`config.mk`:
```
export PLATFORM = sky130hd
export DESIGN_NAME = uart_tx_frame_flat
export DESIGN_NICKNAME = d
export VERILOG_FILES = /design/src/rtl/uart_tx_frame_if.sv /design/src/rtl/uart_tx_frame.sv /design/src/flat_wrapper.sv
export SDC_FILE = /design/constraint.sdc
export NUM_CORES = 1
export LEC_CHECK = 0
export CORE_MARGIN = 2
export CORE_UTILIZATION = 60
export DETAILED_ROUTE_END_ITERATION = 10
export PLACE_DENSITY_LB_ADDON = 0.12
export REMOVE_ABC_BUFFERS = 1
export SLEW_MARGIN = 20
export SYNTH_ARGS = -nofsm -noshare
export SYNTH_HDL_FRONTEND = slang
export SYNTH_SLANG_ARGS = --single-unit
```
`constraint.sdc`:
```
create_clock -name Clock -period 8.25 [get_ports Clock]
set_clock_uncertainty 0.1 [all_clocks]
set_input_delay 1.2375 -clock Clock [delete_from_list [all_inputs] [get_ports Clock]]
set_output_delay 1.2375 -clock Clock [all_outputs]
set_load 0.02 [all_outputs]
```
`src/rtl/uart_tx_frame_if.sv`:
```
// Byte handshake between a producer and the UART transmitter's holding buffer.
interface uart_tx_frame_if #(
   parameter int DATA_BITS = 8
);
   logic [DATA_BITS-1:0] DATA_IN;
   logic                 DATA_VALID;
   logic                 DATA_READY;

   modport master (output DATA_IN, output DATA_VALID, input DATA_READY);
   modport slave  (input DATA_IN, input DATA_VALID, output DATA_READY);
endinterface

```
`src/rtl/uart_tx_frame.sv`:
```
// UART transmitter: one-entry holding buffer, CTS-gated frame start, run-time
// parity/stop/baud via MODE, back-to-back frames with no idle gap.
module uart_tx_frame #(
   parameter int DATA_BITS = 8,
   parameter bit MSB_FIRST = 1'b1,
   parameter int DIV0      = 10416,
   parameter int DIV1      = 5208,
   parameter int DIV2      = 2604,
   parameter int DIV3      = 868
) (
   input  logic             Clock,
   input  logic             Reset,
   uart_tx_frame_if.slave   data_if,
   input  logic [4:0]       MODE,
   input  logic             CTS,
   output logic             DATA_OUT,
   output logic             RTS,
   output logic             BUSY,
   output logic             FRAME_DONE
);
   localparam int IW = (DATA_BITS > 1) ? $clog2(DATA_BITS) : 1;

   typedef enum logic [2:0] {S_IDLE, S_START, S_DATA, S_PARITY, S_STOP1, S_STOP2} state_t;

   state_t               state_q, state_d;
   logic [15:0]          cnt_q, div_q, div_sel;
   logic                 par_en_q, two_stop_q, par_q;
   logic [DATA_BITS-1:0] shreg_q, shreg_d, hold_q;
   logic [IW-1:0]        bit_q, bit_d;
   logic                 hold_full_q, hold_full_d, ready_q;
   logic                 line_q, line_d, rts_q, rts_d, fd_q;
   logic                 tick, eof, start, accept, last_bit;

   assign tick     = (state_q != S_IDLE) && (cnt_q == div_q - 16'd1);
   assign eof      = tick && ((state_q == S_STOP1 && !two_stop_q) || state_q == S_STOP2);
   assign start    = (state_q == S_IDLE || eof) && hold_full_q && CTS;
   assign accept   = data_if.DATA_VALID && ready_q;
   assign last_bit = (bit_q == IW'(DATA_BITS - 1));

   always_comb begin
      div_sel = 16'(DIV0);
      case (MODE[1:0])
         2'b01:   div_sel = 16'(DIV1);
         2'b10:   div_sel = 16'(DIV2);
         2'b11:   div_sel = 16'(DIV3);
         default: div_sel = 16'(DIV0);
      endcase
   end

   // State register
   always_ff @(posedge Clock) begin
      if (Reset) state_q <= S_IDLE;
      else       state_q <= state_d;
   end

   // Next-state logic
   always_comb begin
      state_d = state_q;
      case (state_q)
         S_IDLE:   if (start) state_d = S_START;
         S_START:  if (tick) state_d = S_DATA;
         S_DATA:   if (tick && last_bit) state_d = par_en_q ? S_PARITY : S_STOP1;
         S_PARITY: if (tick) state_d = S_STOP1;
         S_STOP1:  if (tick) state_d = two_stop_q ? S_STOP2 : (start ? S_START : S_IDLE);
         S_STOP2:  if (tick) state_d = start ? S_START : S_IDLE;
         default:  state_d = S_IDLE;
      endcase
   end

   // Output logic: line level and RTS are decoded from the next state so
   // that both are registered and change on the same edge as the state.
   always_comb begin
      shreg_d     = shreg_q;
      bit_d       = bit_q;
      hold_full_d = hold_full_q;
      if (accept)     hold_full_d = 1'b1;
      else if (start) hold_full_d = 1'b0;
      if (start) begin
         shreg_d = hold_q;
         bit_d   = '0;
      end else if (state_q == S_DATA && tick) begin
         shreg_d = MSB_FIRST ? (shreg_q << 1) : (shreg_q >> 1);
         bit_d   = bit_q + IW'(1);
      end
      case (state_d)
         S_START:  line_d = 1'b0;
         S_DATA:   line_d = MSB_FIRST ? shreg_d[DATA_BITS-1] : shreg_d[0];
         S_PARITY: line_d = par_q;
         default:  line_d = 1'b1;
      endcase
      rts_d = hold_full_d || (state_d != S_IDLE);
   end

   always_ff @(posedge Clock) begin
      if (Reset) begin
         cnt_q       <= '0;
         div_q       <= 16'd2;
         par_en_q    <= 1'b0;
         two_stop_q  <= 1'b0;
         par_q       <= 1'b0;
         shreg_q     <= '0;
         bit_q       <= '0;
         hold_q      <= '0;
         hold_full_q <= 1'b0;
         ready_q     <= 1'b1;
         line_q      <= 1'b1;
         rts_q       <= 1'b0;
         fd_q        <= 1'b0;
      end else begin
         if (start || tick || state_q == S_IDLE) cnt_q <= '0;
         else                                    cnt_q <= cnt_q + 16'd1;
         // Frame format is frozen at start; parity comes from the shifter copy.
         if (start) begin
            div_q      <= div_sel;
            par_en_q   <= MODE[2];
            two_stop_q <= MODE[4];
            par_q      <= (^shreg_d) ^ MODE[3];
         end
         if (accept) hold_q <= data_if.DATA_IN;
         shreg_q     <= shreg_d;
         bit_q       <= bit_d;
         hold_full_q <= hold_full_d;
         ready_q     <= !hold_full_d;
         line_q      <= line_d;
         rts_q       <= rts_d;
         fd_q        <= eof;
      end
   end

   assign data_if.DATA_READY = ready_q;
   assign DATA_OUT           = line_q;
   assign RTS                = rts_q;
   assign BUSY               = (state_q != S_IDLE);
   assign FRAME_DONE         = fd_q;
endmodule
```
`src/flat_wrapper.sv`:
```
// flat-port wrapper written by rule: the top's interface ports become plain ports
module uart_tx_frame_flat 
#(
   parameter int DATA_BITS = 8,
   parameter bit MSB_FIRST = 1'b1,
   parameter int DIV0      = 10416,
   parameter int DIV1      = 5208,
   parameter int DIV2      = 2604,
   parameter int DIV3      = 868
)
  (Clock, Reset, MODE, CTS, DATA_OUT, RTS, BUSY, FRAME_DONE, data_if_DATA_IN, data_if_DATA_VALID, data_if_DATA_READY);
  uart_tx_frame_if #(.DATA_BITS(DATA_BITS)) data_if_i ();
  input  logic Clock;
  input  logic Reset;
  input  logic [4:0] MODE;
  input  logic CTS;
  output logic DATA_OUT;
  output logic RTS;
  output logic BUSY;
  output logic FRAME_DONE;
  input wire logic [$bits(data_if_i.DATA_IN)-1:0] data_if_DATA_IN;
  input wire logic [$bits(data_if_i.DATA_VALID)-1:0] data_if_DATA_VALID;
  output wire logic [$bits(data_if_i.DATA_READY)-1:0] data_if_DATA_READY;
  assign data_if_i.DATA_IN = data_if_DATA_IN;
  assign data_if_i.DATA_VALID = data_if_DATA_VALID;
  assign data_if_DATA_READY = data_if_i.DATA_READY;
  uart_tx_frame #(.DATA_BITS(DATA_BITS), .MSB_FIRST(MSB_FIRST), .DIV0(DIV0), .DIV1(DIV1), .DIV2(DIV2), .DIV3(DIV3)) u_core (.Clock(Clock), .Reset(Reset), .data_if(data_if_i), .MODE(MODE), .CTS(CTS), .DATA_OUT(DATA_OUT), .RTS(RTS), .BUSY(BUSY), .FRAME_DONE(FRAME_DONE));
endmodule
```
======== Word-level counts from Yosys, hierarchy flattened ========
Index checks and enable logic that the tools add are counted.
operators by class
  bitwise gates (word level) .............. 1
  reductions and logical operators ........ 21
  equal/unequal tests ..................... 13
  $add $sub $neg .......................... 3
  muxes and demuxes ....................... 16
operators with widths
  cell                     count
  $pmux W14 S3             1
  $mux W3                  8
  $pmux W3 S6              1
  $add A16 B1 Y16 const B  1
  $eq A16 B16 Y1           1
  $mux W8                  2
  $sub A16 B1 Y16 const B  1
  $eq A3 B2 Y1 const B     4
  $eq A3 B3 Y1 const B     3
  $logic_and A1 B1 Y1      8
  $reduce_xor A8 Y1        1
  $eq A3 B1 Y1 const B     2
  $reduce_bool A3 Y1       2
  $logic_or A1 B1 Y1       5
  $eq A2 B2 Y1 const B     2
  $reduce_or A2 Y1         2
  $add A3 B1 Y3 const B    1
  $logic_not A3 Y1         1
  $mux W1                  3
  $pmux W1 S3              1
  $eq A2 B1 Y1 const B     1
  $logic_not A1 Y1         2
  $xor A1 B1 Y1            1
storage, ports and cells
  input port bits ......................... 17
  output and inout bits ................... 5
  register bits after elaboration ......... 62

======== Depth between registers and ports, before layout ========
Gate-level depths: netlist of run 1.
  word-level depth ........................ 13
  gate-level depth with buffers ........... 14
  gate-level depth less buffers ........... 10

======== Worst setup path before layout of run 1 ========
Ideal clock, no wire load.
  path kind ............................... reg-to-reg
  start ................................... register u_core.div_q[9]
  end ..................................... register u_core.line_q, in the netlist u_core.DATA_OUT
  arrival time ............................ 3.257 ns
  required time ........................... 8.022 ns
  period minus slack after synthesis ...... 3.485 ns
  cell stages (with the launch flop) ...... 14
  slack ................................... 4.765 ns
  setup time .............................. 0.128 ns
  path through ............................ dfxtp_1 > clkbuf_1 > inv_1 > ha_1 > or3b_1 > buf_2 > nor2_1 > a2111oi_0 > o2111ai_2 > or4_1 > buf_2 > mux2_4 > mux2i_4 > a32oi_1
on the way
  longest elaborated chain between the ends .. 13
  elaborated cells between the ends (all ways) .. 24
  classes of those cells .................. add/sub: 1; eq/ne: 4; mux: 12; reduce/logical: 7
RTL lines
  item                                                 RTL line                                  RTL
  start: declaration                                   uart_tx_frame.sv:26                       logic [15:0] cnt_q, div_q, div_sel;
  start signal: assignment                             uart_tx_frame.sv:114                      div_q <= div_sel;
  $sub A16 B1 Y16 *                                    uart_tx_frame.sv:34                       assign tick = (state_q != S_IDLE) && (cnt_q == div_q - 16'd1);
  $eq A16 B16 Y1 *                                     uart_tx_frame.sv:34
  $logic_and A1 B1 Y1 *                                uart_tx_frame.sv:34
  $logic_and A1 B1 Y1                                  uart_tx_frame.sv:35                       assign eof = tick && ((state_q == S_STOP1 && !two_stop_q) || state_q == S_STOP2);
  $logic_or A1 B1 Y1                                   uart_tx_frame.sv:36                       assign start = (state_q == S_IDLE || eof) && hold_full_q && CTS;
  $logic_and A1 B1 Y1 (2 in series)                    uart_tx_frame.sv:36
  $mux W1                                              uart_tx_frame.sv:64, uart_tx_frame.sv:65
  $mux W3 (2 in series)                                uart_tx_frame.sv:64                       S_STOP1: if (tick) state_d = two_stop_q ? S_STOP2 : (start ? S_START : S_IDLE);
  $pmux W3 S6                                          uart_tx_frame.sv:59                       case (state_q)
  $eq A3 B2 Y1 / $eq A3 B1 Y1 (equally long branches)  uart_tx_frame.sv:85                       case (state_d)
  $pmux W1 S3 *                                        uart_tx_frame.sv:85
  end signal: assignment                               uart_tx_frame.sv:124                      line_q <= line_d;
  end: declaration                                     uart_tx_frame.sv:31                       logic line_q, line_d, rts_q, rts_d, fd_q;
Mark *: on every way between the ends. The rest lies on a longest branch, timed or not.
A chain may end at the register's enable or synchronous reset.

======== Worst setup path after layout of run 1 ========
  start ................................... register u_core.div_q[9]
  end ..................................... register u_core.div_q[9]
on the way
  longest elaborated chain between the ends .. 7
RTL lines
  item                               RTL line
  $sub A16 B1 Y16                    uart_tx_frame.sv:34
  $eq A16 B16 Y1                     uart_tx_frame.sv:34
  $logic_and A1 B1 Y1                uart_tx_frame.sv:34
  $logic_and A1 B1 Y1                uart_tx_frame.sv:35
  $logic_or A1 B1 Y1                 uart_tx_frame.sv:36
  $logic_and A1 B1 Y1 (2 in series)  uart_tx_frame.sv:36
No other way between the ends.

==> summary.md, run 1 <==
| Metric | Value |
|---|---|
| Status | finished, final reports clean |
| DR vias/cell | 5.89 |
| Max clock buf depth | 2 |
| Initial DRC count | 195 |
| # IOs | 22 |
| Starting density of the core | 0.626 |
| Leading cell type in the layout, fill and taps excluded | nand2_1 |
| Total track usage | 0.230 |
| Min-delay worst type | flop to flop |
| Diodes inserted | 0 |
| # resized after CTS | 0 |
| Critical Path RT | 8.39 ns |
| Via count | 2,776 |
| Die W | 77.2 µm |
| Top FF cell, synth | dfxtp_1 |
| Relative slew slack | 0.329 |
| Ranking of synthesized cells by area | dfxtp_1, nand2_1, xnor2_1 |
| Initial antenna violation count | 0 |
| Post-CTS setup buffer count | 0 |
| H-tree levels | 2 |
| CTS root buffer | clkbuf_8 |
| Num CTS Buffers | 5 |
| Final nets | 426 |
| YS warnings | 0 |
| Number of flops mapped to enable cells by yosys | 0 |
| RSZ-0062 raised after global routing | false |
| First-pass GRT wire length | 11,400 µm |
| Fmax | 233 MHz |
| Worst slew pin tran | 0.998 ns |
| WS Path Type | flop to flop |
| Crit path max fanout | 29 |
| Seq/Total Area, Yosys | 0.349 |
| Netlist cell types | 63 |
| IO buf count | 21 |
| P_leak | 1.22 nW |
| Global route total overflow | 0 |
| First-pass DRT Iterations | 5 |
| Share of layout cells above drive strength 1 | 0.0549 |
| Cell Rows | 26 |
| Final ANT Viol Nets | 0 |
| Worst vdd ir | 0.118 mV |
| Wire per inst | 14.3 µm |
| Hpwl dp | 4980 µm |
| Core area | 5140 µm² |
| Min Tclk post-route | 4.30 ns |
| Syn Area/Cell | 8.12 µm² |
| Number of global-route vias before repair | 2,469 |
| Pin count of the biggest net entering global routing | 42 |
| Post-synth top area cell | dfxtp_1 |
| P&R area growth vs syn | 8.44% |
| Hold Buf Count CTS | 0 |
| Top cell type's share of synthesized area | 0.349 |
| Chip height | 77.2 µm |
| Clock Pin Slew Worst Setup and Hold Paths | 0.10 ns |
| CTS tree | yes |
| Clock Latency Late Sink | 0.30 ns |
| Max cap viols | 0 |
| Syn Std Cell Area | 3220 µm² |
| Sink Count | 56 |
| Post-Synthesis Cells | 396 |
| Setup crit start kind | flop |
| Seq cells post-synth | 56 |
| P per Cell Area | 162 nW/µm² |
| FFs w/ async S/R, synth | 0 |
| Hold Fails Final Rpt | 0 |
| Final Max Slew Viols | 0 |
| Routed WL | 6760 µm |
| Most frequent cells in the layout | nand2_1, dfxtp_1, nor2_1 |
| Crit end category | flop |
| GP Congestion | 0.911 |
| Part of the cycle the worst path needs | 0.521 |
| Die Area | 5960 µm² |
| CP arrival | 4.44 ns |
| DRC viols | 0 |
| Worst hold slack | 0.360 ns |
| # setup viols final | 0 |
| Setup Total Neg Slack | 0 ns |
==> worst paths after layout <==
kind | endpoint | slack (ns) | cells after the start | start
hold reg to reg | u_core.par_en_q | 0.36 | 2 | u_core.par_en_q
setup reg to reg | u_core.div_q[9] | 3.95 | 10 | u_core.div_q[9]
setup / recovery | u_core.div_q[9] | 3.95 | 10 | u_core.div_q[9]
hold / removal | u_core.par_en_q | 0.36 | 2 | u_core.par_en_q
==> metal layers <==
metal | track usage | vias to the layer above | share of wire
li1 | - | 1401 | -
met3 | 0.0376 | 9 | 0.042
met2 | 0.357 | 68 | 0.44
met5 | 0 | - | 0
met4 | 0.0696 | 0 | 0.011
met1 | 0.329 | 1298 | 0.50
==> area by class of cell <==
| class | instances | area (µm²) |
|---|---|---|
| timing repair buffer | 22 | 218 |
| sequential | 56 | 1120 |
| fill | 450 | 1650 |
| clock buffer | 6 | 72.6 |
| clock inverter | 2 | 16.3 |
| inverter | 12 | 45.0 |
| tap | 70 | 87.6 |
| multi-input combinational | 303 | 1930 |
==> state kept, by name, summed over array words and instances (netlist names) <==
name / count
u_core.DATA_OUT: 1
u_core.FRAME_DONE: 1
u_core.RTS: 1
u_core.bit_q: 3
u_core.cnt_q: 16
u_core.data_if.DATA_READY: 1
u_core.div_q: 10
u_core.hold_full_q: 1
u_core.hold_q: 8
u_core.par_en_q: 1
u_core.par_q: 1
u_core.shreg_q: 8
u_core.state_q: 3
u_core.two_stop_q: 1
==> stage by stage <==
step / instance area (µm²) / std cells / setup WS [ns] / util / total power [mW]
after CTS: 3490 / 471 / 4.03 / 0.678 / 0.565
after floorplan: 3090 / 371 / 4.65 / - / 0.380
after global routing: 3490 / 471 / 3.70 / 0.678 / 0.592
final: 3490 / 471 / 3.95 / 0.678 / 0.563
after global placement: 3400 / 463 / 4.20 / 0.661 / 0.415
after detailed placement: 3400 / 463 / 4.04 / 0.661 / 0.418
==> cells in the mapped netlist, drive strengths merged, types with 2 or more instances <==
master   n
nand2   61
dfxtp   56
nor2    43
a21oi   23
xnor2   20
xor2    16
clkbuf  15
nor3    15
nand3   13
inv     12
buf     10
a211oi   9
ha       9
nor4     9
a311oi   6
and3     6
or3      6
o21ai    5
a31oi    4
and2     4
nand2b   4
a21o     3
mux2i    3
o41ai    3
or2      3
or4      3
a2111o   2
a221oi   2
a32oi    2
nand4    2
nor2b    2
o211ai   2
or4b     2
==> where the power goes <==
group	internal, mW	switching (mW)
sequential	0.282	0.0140
combinational	0.0505	0.0662
clock	0.0607	0.0894
==> kinds of logic (layout without fill, tap and decap cells) <==
| family | Yosys count | count (layout) | share of synthesized area |
|---|---|---|---|
| compound gates | 75 | 75 | 0.172 |
| xor+xnor | 36 | 36 | 0.0981 |
| fa+ha+maj | 9 | 9 | 0.0350 |
| buf+inv | 37 | 42 | 0.0521 |
| flops | 56 | 56 | 0.349 |
| mux | 4 | 4 | 0.0179 |
| simple gates | 179 | 179 | 0.276 |
==> worst max-delay path, stage by stage (launching register included) <==
cell	delay (ns)
dfxtp_1	0.61
inv_1	0.16
ha_1	0.27
or3b_1	0.37
nor2_1	0.08
a2111oi_0	0.52
o2111ai_2	0.33
o41ai_1	0.43
nand2_1	0.63
or3_1	0.58
a21oi_1	0.15
No activity file was read; power rests on OpenSTA's default activity.
==> inputs of run 2 (changes only) <==
Settings changed: CORE_UTILIZATION 60 to 53.
Clock period 8.25 ns to 3.5 ns, I/O delays scaled along.
==> run 2 against run 1 <==
  * Global-route usage is 1.0 points lower
  * Design area up 3.3%
  * Clock-buffer cell count decreased by 1
  * Worst setup slack lost 3.8 ns
  * Core utilization shrank 6.6 points
  * Via count grew 1.4%
  * Sequential cell count did not move
  * Register-to-register slack got worse by 3.8 ns
  * Final cell count increased by 3.2%
  * Die area is 13% higher
  * Power rose by 140%
  * Maximum frequency grew 29%
  * Highest routed layer unchanged
==> summary.md, run 2 (synthesis gave the netlist of run 1 again) <==
| Metric | Value |
|---|---|
| Worst R2R End | u_core.DATA_OUT (was u_core.div_q[9]) |
| Pin count of the biggest net entering global routing | 30 (was 42) |
| Hpwl dp | 5210 µm (was 4980 µm) |
| Hold Buf Count CTS | 0 (unchanged) |
| Part of the cycle the worst path needs | 0.949 (was 0.521) |
| Clock Pin Slew Worst Setup and Hold Paths | 0.11 ns (was 0.10 ns) |
| Design Area, Final | 3600 µm² (was 3490 µm²) |
| R2R Setup Slk | 0.18 ns (was 3.95 ns) |
| Initial DRC count | 163 (was 195) |
| Place WS | 0.0957 ns (was 4.04 ns) |
| Post-Place Cells | 478 (was 463) |
| P per Cell Area | 376 nW/µm² (was 162 nW/µm²) |
| Hold_sp | u_core.par_q (was u_core.par_en_q) |
| H-tree levels | 2 (unchanged) |
| Cell Area, Placed | 3490 µm² (was 3400 µm²) |
| Fin cells | 486 (was 471) |
| Max clock buf depth | 2 (unchanged) |
| Hold Path End | u_core.par_q (was u_core.par_en_q) |
| Biggest register | u_core.cnt_q (unchanged) |
| Final Max Slew Viols | 0 (unchanged) |
| Logic pwr share | 0.211 (was 0.207) |
| Die W | 81.9 µm (was 77.2 µm) |
| Critical Path RT | 3.60 ns (was 8.39 ns) |
| Leading cell type in the layout, fill and taps excluded | nand2_1 (unchanged) |
| Clock Latency Late Sink | 0.31 ns (was 0.30 ns) |
| Share of layout cells above drive strength 1 | 0.0876 (was 0.0549) |
| First-pass GRT wire length | 11,600 µm (was 11,400 µm) |
| Setup crit start kind | flop (unchanged) |
| Routed WL | 6910 µm (was 6760 µm) |
| Hold Fails Final Rpt | 0 (unchanged) |
| Max cap viols | 0 (unchanged) |
| P_leak | 1.29 nW (was 1.22 nW) |
| Final ANT Viol Nets | 0 (unchanged) |
| Sink Count | 56 (unchanged) |
| Total track usage | 0.220 (was 0.230) |
| Relative slew slack | 0.470 (was 0.329) |
| Number of global-route vias before repair | 2,523 (was 2,469) |
| Worst slew pin tran | 0.789 ns (was 0.998 ns) |
| Wire per inst | 14.2 µm (was 14.3 µm) |
| R2R depth | 10 (unchanged) |
| # setup viols final | 0 (unchanged) |
| Via count | 2,815 (was 2,776) |
| Setup ws final | 0.180 ns (was 3.95 ns) |
| Crit path cell chain | inv_1 -> ha_1 -> or3b_4 -> nor3_4 -> xnor2_1 -> a2111o_1 -> or4_1 -> mux2_4 -> mux2i_4 -> a32oi_1 (was inv_1 -> ha_1 -> or3b_1 -> nor2_1 -> a2111oi_0 -> o2111ai_2 -> o41ai_1 -> nand2_1 -> or3_1 -> a21oi_1) |
| Initial antenna violation count | 0 (unchanged) |
| Post-CTS setup buffer count | 0 (unchanged) |
| Top Registers | u_core.cnt_q (16), u_core.div_q (10) (unchanged) |
| Reg power frac | 0.516 (was 0.526) |
| First-pass DRT Iterations | 4 (was 5) |
| Crit end category | flop (unchanged) |
| CTS root buffer | clkbuf_8 (unchanged) |
| Crit-path leading delay family | simple AND/OR/NAND/NOR gates (unchanged) |
| CP max stage delay | 0.59 ns (was 0.63 ns) |
| WS Path Type | flop to flop (unchanged) |
| Num CTS Buffers | 5 (unchanged) |
| CP Buf/Inv Count | 1 (unchanged) |
| DRC viols | 0 (unchanged) |
| CTS tree | yes (unchanged) |
| IO buf count | 21 (unchanged) |
| Sw frac | 0.305 (was 0.301) |
| Core area | 5890 µm² (was 5140 µm²) |
| Die Area | 6710 µm² (was 5960 µm²) |
| Critical R2R Launch | u_core.div_q[1] (was u_core.div_q[9]) |
| Net Switching | 0.413 mW (was 0.170 mW) |
| Min Tclk post-route | 3.32 ns (was 4.30 ns) |
| Min-delay worst type | flop to flop (unchanged) |
| CP max stage cell | or4_1 (was nand2_1) |
| Chip height | 81.9 µm (was 77.2 µm) |
| Number of flip-flops under the largest register name | 16 (unchanged) |
| # IOs | 22 (unchanged) |
| Stages on worst setup path | 10 (unchanged) |
| Cell Rows | 28 (was 26) |
| Status | finished, final reports clean (unchanged) |
| Most frequent cells in the layout | nand2_1, dfxtp_1, nor2_1 (unchanged) |
| Fmax | 301 MHz (was 233 MHz) |
| P&R area growth vs syn | 12.1% (was 8.44%) |
| Global route total overflow | 0 (unchanged) |
| # resized after CTS | 0 (unchanged) |
| Final nets | 436 (was 426) |
| Hold depth | 2 (unchanged) |
| Tot Pwr | 1.35 mW (was 0.563 mW) |
| Clock Power Share | 0.273 (was 0.266) |
| Starting density of the core | 0.546 (was 0.626) |
| Final core utilization | 0.612 (was 0.678) |
| Worst vdd ir | 0.306 mV (was 0.118 mV) |
| Setup Total Neg Slack | 0 ns (unchanged) |
| Internal | 0.941 mW (was 0.394 mW) |
| Crit path max fanout | 8 (was 29) |
| CP arrival | 3.42 ns (was 4.44 ns) |
| DR vias/cell | 5.79 (was 5.89) |
| Diodes inserted | 0 (unchanged) |
| GP Congestion | 0.899 (was 0.911) |
| Worst hold slack | 0.364 ns (was 0.360 ns) |
[run 2: cell types whose count changed in the layout (fill, tap and decap cells not counted), sizes merged]
| cell | delta |
|---|---|
| buf | +10 |
| clkbuf | -1 |
| inv | +1 |
[run 2: cell type report]
type	count	area, µm²
fill	539	2280
clock inverter	3	27.5
sequential	56	1120
inverter	12	45.0
tap	75	93.8
clock buffer	5	68.8
timing repair buffer	32	305
multi-input combinational	303	1940
[run 2: how the worst max path moves through the flow]
stage                          startpoint         endpoint  slack (ns)
after floorplan           u_core.div_q[9]  u_core.div_q[9]       -0.10
after global placement    u_core.div_q[1]  u_core.div_q[9]        0.21
after detailed placement  u_core.div_q[1]  u_core.div_q[9]         0.1
after CTS                 u_core.div_q[1]  u_core.div_q[9]        0.08
after global routing      u_core.div_q[1]       u_core.RTS      -0.001
final                     u_core.div_q[1]  u_core.DATA_OUT        0.18
[run 2: power by group through the flow]
stage	clock, mW	sequential, mW	combinational [mW]
after detailed placement	0	0.712	0.280
after floorplan	0	0.710	0.186
after CTS	0.378	0.698	0.282
after global placement	0	0.711	0.277
final	0.370	0.698	0.285
after global routing	0.405	0.703	0.316
[run 2: routing by layer]
layer | track usage | part of all wire
met5 | 0 | 0
met1 | 0.305 | 0.49
met4 | 0.0633 | 0.0098
met3 | 0.0495 | 0.046
met2 | 0.343 | 0.45
[run 2: worst reg2reg max path: stages (launching register included)]
cell and delay [ns]:
dfxtp_1 0.37, inv_1 0.07, ha_1 0.23, or3b_4 0.47
nor3_4 0.16, xnor2_1 0.11, a2111o_1 0.52, or4_1 0.59
mux2_4 0.33, mux2i_4 0.15, a32oi_1 0.12
==> inputs of run 3 (changes only) <==
Settings changed: ABC_AREA from default to 1, CAP_MARGIN from default to 10, CORE_UTILIZATION 53 to 54.
==> run 3 against run 2 <==
  * Worst setup slack better by 0.21 ns
  * Non-clock buffer count down 5
  * Area after synthesis up 14%
  * Worst hold slack better by 0.014 ns
  * Die area up 12%
  * Design area up 14%
  * Combinational power up 15%
  * Global-route usage up 2.0 points
  * Sequential cell count unchanged
  * Via count up 27%
  * Critical path type unchanged
  * Critical endpoint is now u_core.RTS
==> summary.md, run 3 <==
| Metric | Value |
|---|---|
| DRC viols | 0 (unchanged) |
| GP Congestion | 0.899 (unchanged) |
| Diodes inserted | 0 (unchanged) |
| Min-delay worst type | flop to flop (unchanged) |
| # setup viols final | 0 (unchanged) |
| Share of layout cells above drive strength 1 | 0.0892 (was 0.0876) |
| Final nets | 619 (was 436) |
| P&R area growth vs syn | 11.9% (was 12.1%) |
| Net Switching | 0.460 mW (was 0.413 mW) |
| Relative slew slack | 0.507 (was 0.470) |
| CTS root buffer | clkbuf_8 (unchanged) |
| Core area | 6680 µm² (was 5890 µm²) |
| Reg power frac | 0.448 (was 0.516) |
| Crit path cell chain | inv_1 -> ha_4 -> inv_1 -> nand2_1 -> nand3_1 -> nand2_1 -> inv_1 -> nand2_1 -> nor2_1 -> nand2_1 -> nor2_1 -> nand2_1 -> nor2_4 -> nand2_1 -> nor2_1 -> nand3_1 -> a221oi_2 -> nand4_1 -> nor2_1 -> a21oi_1 (was inv_1 -> ha_1 -> or3b_4 -> nor3_4 -> xnor2_1 -> a2111o_1 -> or4_1 -> mux2_4 -> mux2i_4 -> a32oi_1) |
| Biggest register | u_core.cnt_q (unchanged) |
| Cell Rows | 30 (was 28) |
| Top Registers | u_core.cnt_q (16), u_core.div_q (10) (unchanged) |
| H-tree levels | 2 (unchanged) |
| Via count | 3,566 (was 2,815) |
| Top cell type's share of synthesized area | 0.305 (was 0.349) |
| YS warnings | 0 (unchanged) |
| Place WS | 0.166 ns (was 0.0957 ns) |
| Starting density of the core | 0.550 (was 0.546) |
| Hold Path End | u_core.cnt_q[0] (was u_core.par_q) |
| Critical R2R Launch | u_core.div_q[9] (was u_core.div_q[1]) |
| FFs w/ async S/R, synth | 0 (unchanged) |
| Clock Pin Slew Worst Setup and Hold Paths | 0.11 ns (about the same) |
| Hold Fails Final Rpt | 0 (unchanged) |
| Setup ws final | 0.392 ns (was 0.180 ns) |
| WL met3 | 321 µm (was 320 µm) |
| Hold_sp | u_core.cnt_q[0] (was u_core.par_q) |
| Crit end category | flop (unchanged) |
| Ranking of synthesized cells by area | dfxtp_1, nand2_1, nor2_1 (was dfxtp_1, nand2_1, xnor2_1) |
| R2R depth | 20 (was 10) |
| CP max stage cell | dfxtp_2 (was or4_1) |
| Fmax | 322 MHz (was 301 MHz) |
| Seq cells post-synth | 56 (unchanged) |
| Sw frac | 0.300 (was 0.305) |
| Max cap viols | 0 (unchanged) |
| First-pass DRT Iterations | 4 (unchanged) |
| DR vias/cell | 5.29 (was 5.79) |
| Most frequent cells in the layout | nand2_1, nor2_1, inv_1 (was nand2_1, dfxtp_1, nor2_1) |
| Status | finished, final reports clean (unchanged) |
| Netlist cell types | 35 (was 63) |
| Global route total overflow | 0 (unchanged) |
| Min Tclk post-route | 3.11 ns (was 3.32 ns) |
| CP arrival | 3.23 ns (was 3.42 ns) |
| RSZ-0062 raised after global routing | false |
| Internal | 1.07 mW (was 0.941 mW) |
| Sink Count | 56 (unchanged) |
| Pin count of the biggest net entering global routing | 28 (was 30) |
| CTS tree | yes (unchanged) |
| Hold depth | 1 (was 2) |
| Die W | 86.5 µm (was 81.9 µm) |
| Number of flip-flops under the largest register name | 16 (unchanged) |
| Total track usage | 0.240 (was 0.220) |
| IO buf count | 21 (unchanged) |
| Chip height | 86.5 µm (was 81.9 µm) |
| Crit path max fanout | 7 (was 8) |
| Setup crit start kind | flop (unchanged) |
| Hpwl dp | 6360 µm (was 5210 µm) |
| Syn Std Cell Area | 3680 µm² (was 3220 µm²) |
| Max clock buf depth | 2 (unchanged) |
| Wire per inst | 12.3 µm (was 14.2 µm) |
| P_leak | 1.93 nW (was 1.29 nW) |
| Clock Power Share | 0.338 (was 0.273) |
| Leading cell type in the layout, fill and taps excluded | nand2_1 (unchanged) |
| Num CTS Buffers | 5 (unchanged) |
| Worst vdd ir | 0.256 mV (was 0.306 mV) |
| Clock Latency Late Sink | 0.32 ns (was 0.31 ns) |
| Number of global-route vias before repair | 3,380 (was 2,523) |
| Top FF cell, synth | dfxtp_1 (unchanged) |
| Seq/Total Area, Yosys | 0.305 (was 0.349) |
| Top Metal Used | met4 (unchanged) |
| Final ANT Viol Nets | 0 (unchanged) |
| Cell repeated most along the worst path | nand2_1 |
| Worst R2R End | u_core.RTS (was u_core.DATA_OUT) |
| Setup Total Neg Slack | 0 ns (unchanged) |
| Number of flops mapped to enable cells by yosys | 0 (unchanged) |
| Post-Synthesis Cells | 572 (was 396) |
| Wire length on met2 | 3770 µm (was 3150 µm) |
| Critical Path RT | 3.62 ns (was 3.60 ns) |
| Syn Area/Cell | 6.43 µm² (was 8.12 µm²) |
| P per Cell Area | 373 nW/µm² (was 376 nW/µm²) |
| Met1 wire length | 4070 µm (was 3380 µm) |
| Die Area | 7490 µm² (was 6710 µm²) |
| Worst slew pin tran | 0.735 ns (was 0.789 ns) |
| Count leader, synth | nand2_1 (unchanged) |
| Routed WL | 8310 µm (was 6910 µm) |
| Initial antenna violation count | 0 (unchanged) |
| Fillers | 658 (was 539) |
| Hold Buf Count CTS | 0 (unchanged) |
| Logic pwr share | 0.214 (was 0.211) |
| Commonest cells in the netlist | nand2_1, nor2_1, inv_1 (was nand2_1, dfxtp_1, nor2_1) |
| First-pass GRT wire length | 14,800 µm (was 11,600 µm) |
| CP max stage delay | 0.41 ns (was 0.59 ns) |
| R2R Setup Slk | 0.39 ns (was 0.18 ns) |
| Initial DRC count | 196 (was 163) |
| Part of the cycle the worst path needs | 0.888 (was 0.949) |
| WS Path Type | flop to flop (unchanged) |
| # IOs | 22 (unchanged) |
| Post-synth top area cell | dfxtp_1 (unchanged) |
| Final Max Slew Viols | 0 (unchanged) |
## run 3: changes by cell type in the layout (fill, tap and decap cells not counted), sizes merged, moves of 15 or more
cell,change
inv,+53
nand2,+131
nand3,+31
nor2,+36
o21ai,+24
xnor2,-15
## run 3: worst max-delay path: cells and delay by family (launching register included)
kind | cells | cell delay, ns
AO/OA/AOI/OAI | 2 | 0.40
AND/OR/NAND/NOR | 14 | 1.67
flip-flops | 1 | 0.41
adder cells (fa/ha/maj) | 1 | 0.19
buffers and inverters | 3 | 0.22
## run 3: final cells by class
cell class / count / area, µm² / share of cell area
clock inverters: 3 / 68.8 / 0.0167
well taps: 80 / 100 / 0.0243
repair buffers: 27 / 255 / 0.0620
multi-input cells: 435 / 2250 / 0.546
clock buffers: 5 / 68.8 / 0.0167
flip-flops and latches: 56 / 1120 / 0.273
inverters: 68 / 255 / 0.0620
## run 3: worst max path at each step
stage,endpoint,startpoint,slack [ns]
after floorplan,u_core.par_q,u_core.div_q[9],0.60
after global placement,u_core.RTS,u_core.div_q[9],0.26
after CTS,u_core.RTS,u_core.div_q[9],0.15
after global routing,u_core.RTS,u_core.div_q[9],0.007
final,u_core.RTS,u_core.div_q[9],0.39
after detailed placement,u_core.RTS,u_core.div_q[9],0.17
## run 3: per-stage QoR
stage	util	total power [mW]	area [µm²]	hold WS (ns)	instances
floorplan	-	0.934	3600	0.330	559
global placement	0.592	1.01	3950	0.354	666
finish	0.616	1.53	4120	0.378	674
detailed placement	0.592	1.02	3950	0.354	666
CTS	0.612	1.54	4090	0.378	674
global route	0.616	1.62	4120	0.390	674
## run 3: kinds of logic (layout without fill, tap and decap cells)
group | Yosys count | in the layout | share of synthesized area
AOI/OAI and AO/OA | 55 | 55 | 0.0837
xor gates and xnor gates | 14 | 14 | 0.0333
adders and majority gates | 9 | 9 | 0.0306
buffers and inverters | 81 | 103 | 0.0912
DFF | 56 | 56 | 0.305
muxes | 1 | 1 | 0.00272
and+or+nand+nor | 356 | 356 | 0.454
## run 3: power groups by stage
stage | Sequential, mW | Combinational, mW | Clock (mW)
global placement | 0.700 | 0.315 | 0
global route | 0.690 | 0.378 | 0.547
finish | 0.687 | 0.329 | 0.519
detailed placement | 0.701 | 0.320 | 0
CTS | 0.687 | 0.322 | 0.533
floorplan | 0.700 | 0.234 | 0
## run 3: per-layer routing
metal,vias up,GRT usage
met5,-,0
met3,16,0.0324
met2,76,0.394
met1,1616,0.328
met4,0,0.0767
li1,1858,-
## run 3: timing repair
item                                    in CTS  in global routing
gates resized for setup                      0                  5
endpoints found under the setup margin       0                  5
buffers inserted                             0                  0
==> variant 1: new RTL, flow settings as in run 2 <==
The 6 states of `state_t` get a Gray code encoding in 3 bits.
--- a/src/rtl/uart_tx_frame.sv
+++ b/src/rtl/uart_tx_frame.sv
@@ -20,7 +20,7 @@
 );
    localparam int IW = (DATA_BITS > 1) ? $clog2(DATA_BITS) : 1;
 
-   typedef enum logic [2:0] {S_IDLE, S_START, S_DATA, S_PARITY, S_STOP1, S_STOP2} state_t;
+   typedef enum logic [2:0] {S_IDLE = 3'b000, S_START = 3'b001, S_DATA = 3'b011, S_PARITY = 3'b010, S_STOP1 = 3'b110, S_STOP2 = 3'b111} state_t;
 
    state_t               state_q, state_d;
    logic [15:0]          cnt_q, div_q, div_sel;
Function: same outputs for any inputs over 10 cycles, from zero or initial values and one cycle with Reset high; not proved beyond that.
==> variant 1 against run 2 <==
Via count is 12% lower. Die area is 1.3% lower. Synthesized area is 1.3% lower. Maximum frequency is 7.4% higher. Setup slack better by 0.23 ns. Final area is 3.2% lower. Largest power group unchanged. Routed wire length is 9.9% lower. Sequential cell count stayed put. Critical path type unchanged. Total power is 3.6% lower. Non-clock buffer count is 5 lower.
==> variant 1: results (changes against run 2) <==
metric,value,unit,change
xor-xnor portion of the synthesized cell area,9.11,%,-0.70 points
met3 wire length,170,um,-47%
Clk power,0.000369,W,about the same
combinational share of power,19.0,%,-2.1 points
Pwr Total,0.00130,W,-3.6%
final wirelength,6230,um,-9.9%
critical path's slowest cell,dfxtp_1,,
status,completed,,
Final GP Congestion,0.867,,-3.6%
Rel. slew slack,66.5,%,+19 points
critical path arrival,3.20,ns,-0.22 ns
grt met1 use,30.0,%,-0.50 points
wl on met1,3220,um,-4.8%
most frequent cells after synthesis,"56 x dfxtp_1, 51 x nor2_1, 30 x nand2_1",,
Buffers excl. clock,27,,-16%
Clock buf/inv share,2.62,%,-0.055 points
largest net degree at the start of global routing,41,,+37%
Synth top area share,35.3,%,+0.47 points
Unique masters post-synth,69,,+9.5%
GRT Overall Usage,20.6,%,-1.5 points
mux cell area share after synthesis,8.12,%,+6.3 points
Multi-In Gates,264,,-13%
met3 Resource Use GR,3.78,%,-1.2 points
HP Start,u_core.hold_q[7],,
P_int,0.000922,W,-2.0%
## variant 1: cell types whose count changed in the layout (fill, tap and decap cells not counted), sizes merged, moves of 8 or more
cell / before / now
nand2: 61 / 31
a21oi: 23 / 14
nor2: 43 / 51
mux2i: 3 / 16
## variant 1: tightest hold or removal path, delay by kind of cell, from the launching register on
| kind | cells | cell delay (ns) |
|---|---|---|
| compound gates | 1 | 0.05 |
| flops | 1 | 0.32 |
| simple gates | 1 | 0.05 |
## variant 1: path summary, 6_finish.rpt
| path | cells after the start | to | slack [ns] |
|---|---|---|---|
| worst max-delay path | 10 | u_core.shreg_q[4] | 0.41 |
| worst min-delay path | 2 | u_core.hold_q[7] | 0.37 |
| worst max register to register | 10 | u_core.shreg_q[4] | 0.41 |
| worst min register to register | 2 | u_core.hold_q[7] | 0.37 |
==> variant 2: new RTL, settings of run 2 <==
Made on the original files. `MSB_FIRST` is set to 1'b1 in 2 places; all go to 1'b0.
--- a/src/rtl/uart_tx_frame.sv
+++ b/src/rtl/uart_tx_frame.sv
@@ -2,7 +2,7 @@
 // parity/stop/baud via MODE, back-to-back frames with no idle gap.
 module uart_tx_frame #(
    parameter int DATA_BITS = 8,
-   parameter bit MSB_FIRST = 1'b1,
+   parameter bit MSB_FIRST = 1'b0,
    parameter int DIV0      = 10416,
    parameter int DIV1      = 5208,
    parameter int DIV2      = 2604,
--- a/src/flat_wrapper.sv
+++ b/src/flat_wrapper.sv
@@ -2,7 +2,7 @@
 module uart_tx_frame_flat 
 #(
    parameter int DATA_BITS = 8,
-   parameter bit MSB_FIRST = 1'b1,
+   parameter bit MSB_FIRST = 1'b0,
    parameter int DIV0      = 10416,
    parameter int DIV1      = 5208,
    parameter int DIV2      = 2604,
Formal check against the unedited RTL: same outputs for any inputs over 10 cycles, from zero or initial values and one cycle with Reset high; that may be too few to reach the edited logic, so the function may still have changed.
==> variant 2 against run 2 <==
Hold slack got worse by 0.0074 ns. Clock power rose by 15%. Setup slack got worse by 0.13 ns. Final area fell by 2.3%. First-iteration DRC count rose by 20%. Total power rose by 1.6%. Routed wire length fell by 4.1%. Synthesized area fell by 6.9%. Sequential cell count did not move. Global-route usage fell by 0.22 points. Critical endpoint unchanged. Highest routed layer unchanged.
==> variant 2: results (changes against run 2) <==
metric,value,unit,change
Peak VDD IR,290,uV,-5.4%
CP max FO,5,,-3
Unique masters post-synth,52,,-17%
number of nets in the layout,420,,-3.7%
share of post-route cells with drive strength above 1,12.7,%,+3.9 points
vias post-DR,2666,,-5.3%
top cell family by delay on the critical path,simple AND/OR/NAND/NOR gates,,
Ys Warns,0,,unchanged
Final GP Congestion,0.876,,-2.5%
NetSw,0.000371,W,-10%
largest net degree at the start of global routing,23,,-23%
1st-iter DRT viols,195,,+20%
status,completed,,
first-pass GRT wire length,11000,um,-5.3%
GRT Overall Usage,21.8,%,-0.22 points
most frequent cells after synthesis,"56 x dfxtp_1, 40 x nor2_1, 37 x nand2_1",,
CP peak stage delay,0.55,ns,-0.04 ns
part of the Yosys area used for sequential elements,37.4,%,+2.6 points
critical path arrival,3.56,ns,+0.14 ns
leak pwr,1.31,nW,+1.7%
vias in the first global route,2463,,-2.4%
DR pass1 iterations,6,,+2
FILL cells,498,,-7.6%
Rel. slew slack,50.3,%,+3.3 points
Area contributors post-synth,"dfxtp_1 37%, xnor2_1 5.9%, nor2_1 5.0%",,
Max Buffers Root-to-Sink,2,,unchanged
routed length per placed instance,14.2,um,-0.18%
Detail Placement HPWL,4790,um,-8.1%
critical path's slowest cell,or4_4,,
-- variant 2: logic make-up (layout without fill, tap and decap cells) --
logic type / after synthesis / in the layout / synth area share [%]
xor gates and xnor gates: 30 / 30 / 8.78
muxes: 10 / 10 / 3.38
AOI/OAI and AO/OA: 66 / 66 / 14.8
buffers and inverters: 35 / 62 / 5.31
DFF: 56 / 56 / 37.4
and+or+nand+nor: 161 / 162 / 26.5
adders and majority gates: 9 / 9 / 3.76
-- variant 2: layout make-up --
cell class                 instances  area [um^2]  area share, %
clock buffer                       5         68.8           1.95
clock inverter                     3         42.5           1.21
inverter                          14         52.6           1.49
multi-input combinational        277         1790           50.8
sequential                        56         1130           32.0
tap                               72         90.1           2.56
timing repair buffer              40          353           10.0
-- variant 2: worst paths after layout --
kind | from | to | slack [ns]
worst max-delay path | u_core.div_q[3] | u_core.DATA_OUT | 0.05
worst min-delay path | u_core.par_q | u_core.par_q | 0.36
worst max register to register | u_core.div_q[3] | u_core.DATA_OUT | 0.05
worst min register to register | u_core.par_q | u_core.par_q | 0.36
-- variant 2: stage by stage --
step | cell area [um^2] | worst slack [ns] | TNS, ns | instances | util (%)
4_1_cts | 3440 | 0.0117 | 0 | 465 | 62.8
6_report | 3520 | 0.0466 | 0 | 467 | 64.4
2_1_floorplan | 2890 | 0.0190 | 0 | 346 | -
3_3_place_gp | 3320 | 0.0276 | 0 | 457 | 60.7
3_5_place_dp | 3320 | -0.0854 | -0.461 | 457 | 60.7
5_1_grt | 3520 | -0.0211 | -0.0233 | 467 | 64.4
-- variant 2: layer usage --
layer | global-route usage (%) | vias up | share of wire, %
li1 | - | 1340 | -
met3 | 3.86 | 13 | 3.3
met2 | 39.2 | 65 | 52
met5 | 0 | - | 0
met1 | 26.2 | 1248 | 43
met4 | 6.90 | 0 | 1.6
-- variant 2: power by group through the flow --
| stage | Combinational (W) | Clock (W) | Sequential, W |
|---|---|---|---|
| floorplan | 0.000138 | 0 | 0.000711 |
| global placement | 0.000235 | 0 | 0.000708 |
| detailed placement | 0.000238 | 0 | 0.000709 |
| CTS | 0.000240 | 0.000436 | 0.000694 |
| global route | 0.000284 | 0.000455 | 0.000700 |
| finish | 0.000256 | 0.000424 | 0.000696 |
-- variant 2: worst register-to-register path, stage by stage, from the launching register on --
cell and delay [ns]:
dfxtp_2 0.35, or4_4 0.55, or4_1 0.50, nor4b_2 0.30, a211oi_2 0.13, nor4_2 0.36
buf_4 0.18, nand3_1 0.09, a211oi_1 0.43, o2111ai_1 0.20, o41a_1 0.15
-- variant 2: what timing repair did --
action / CTS / global route
pin swaps: 0 / 4
cloned: 0 / 1
buffers inserted: 0 / 1
gates resized for setup: 2 / 16
endpoints found under the setup margin: 8 / 24
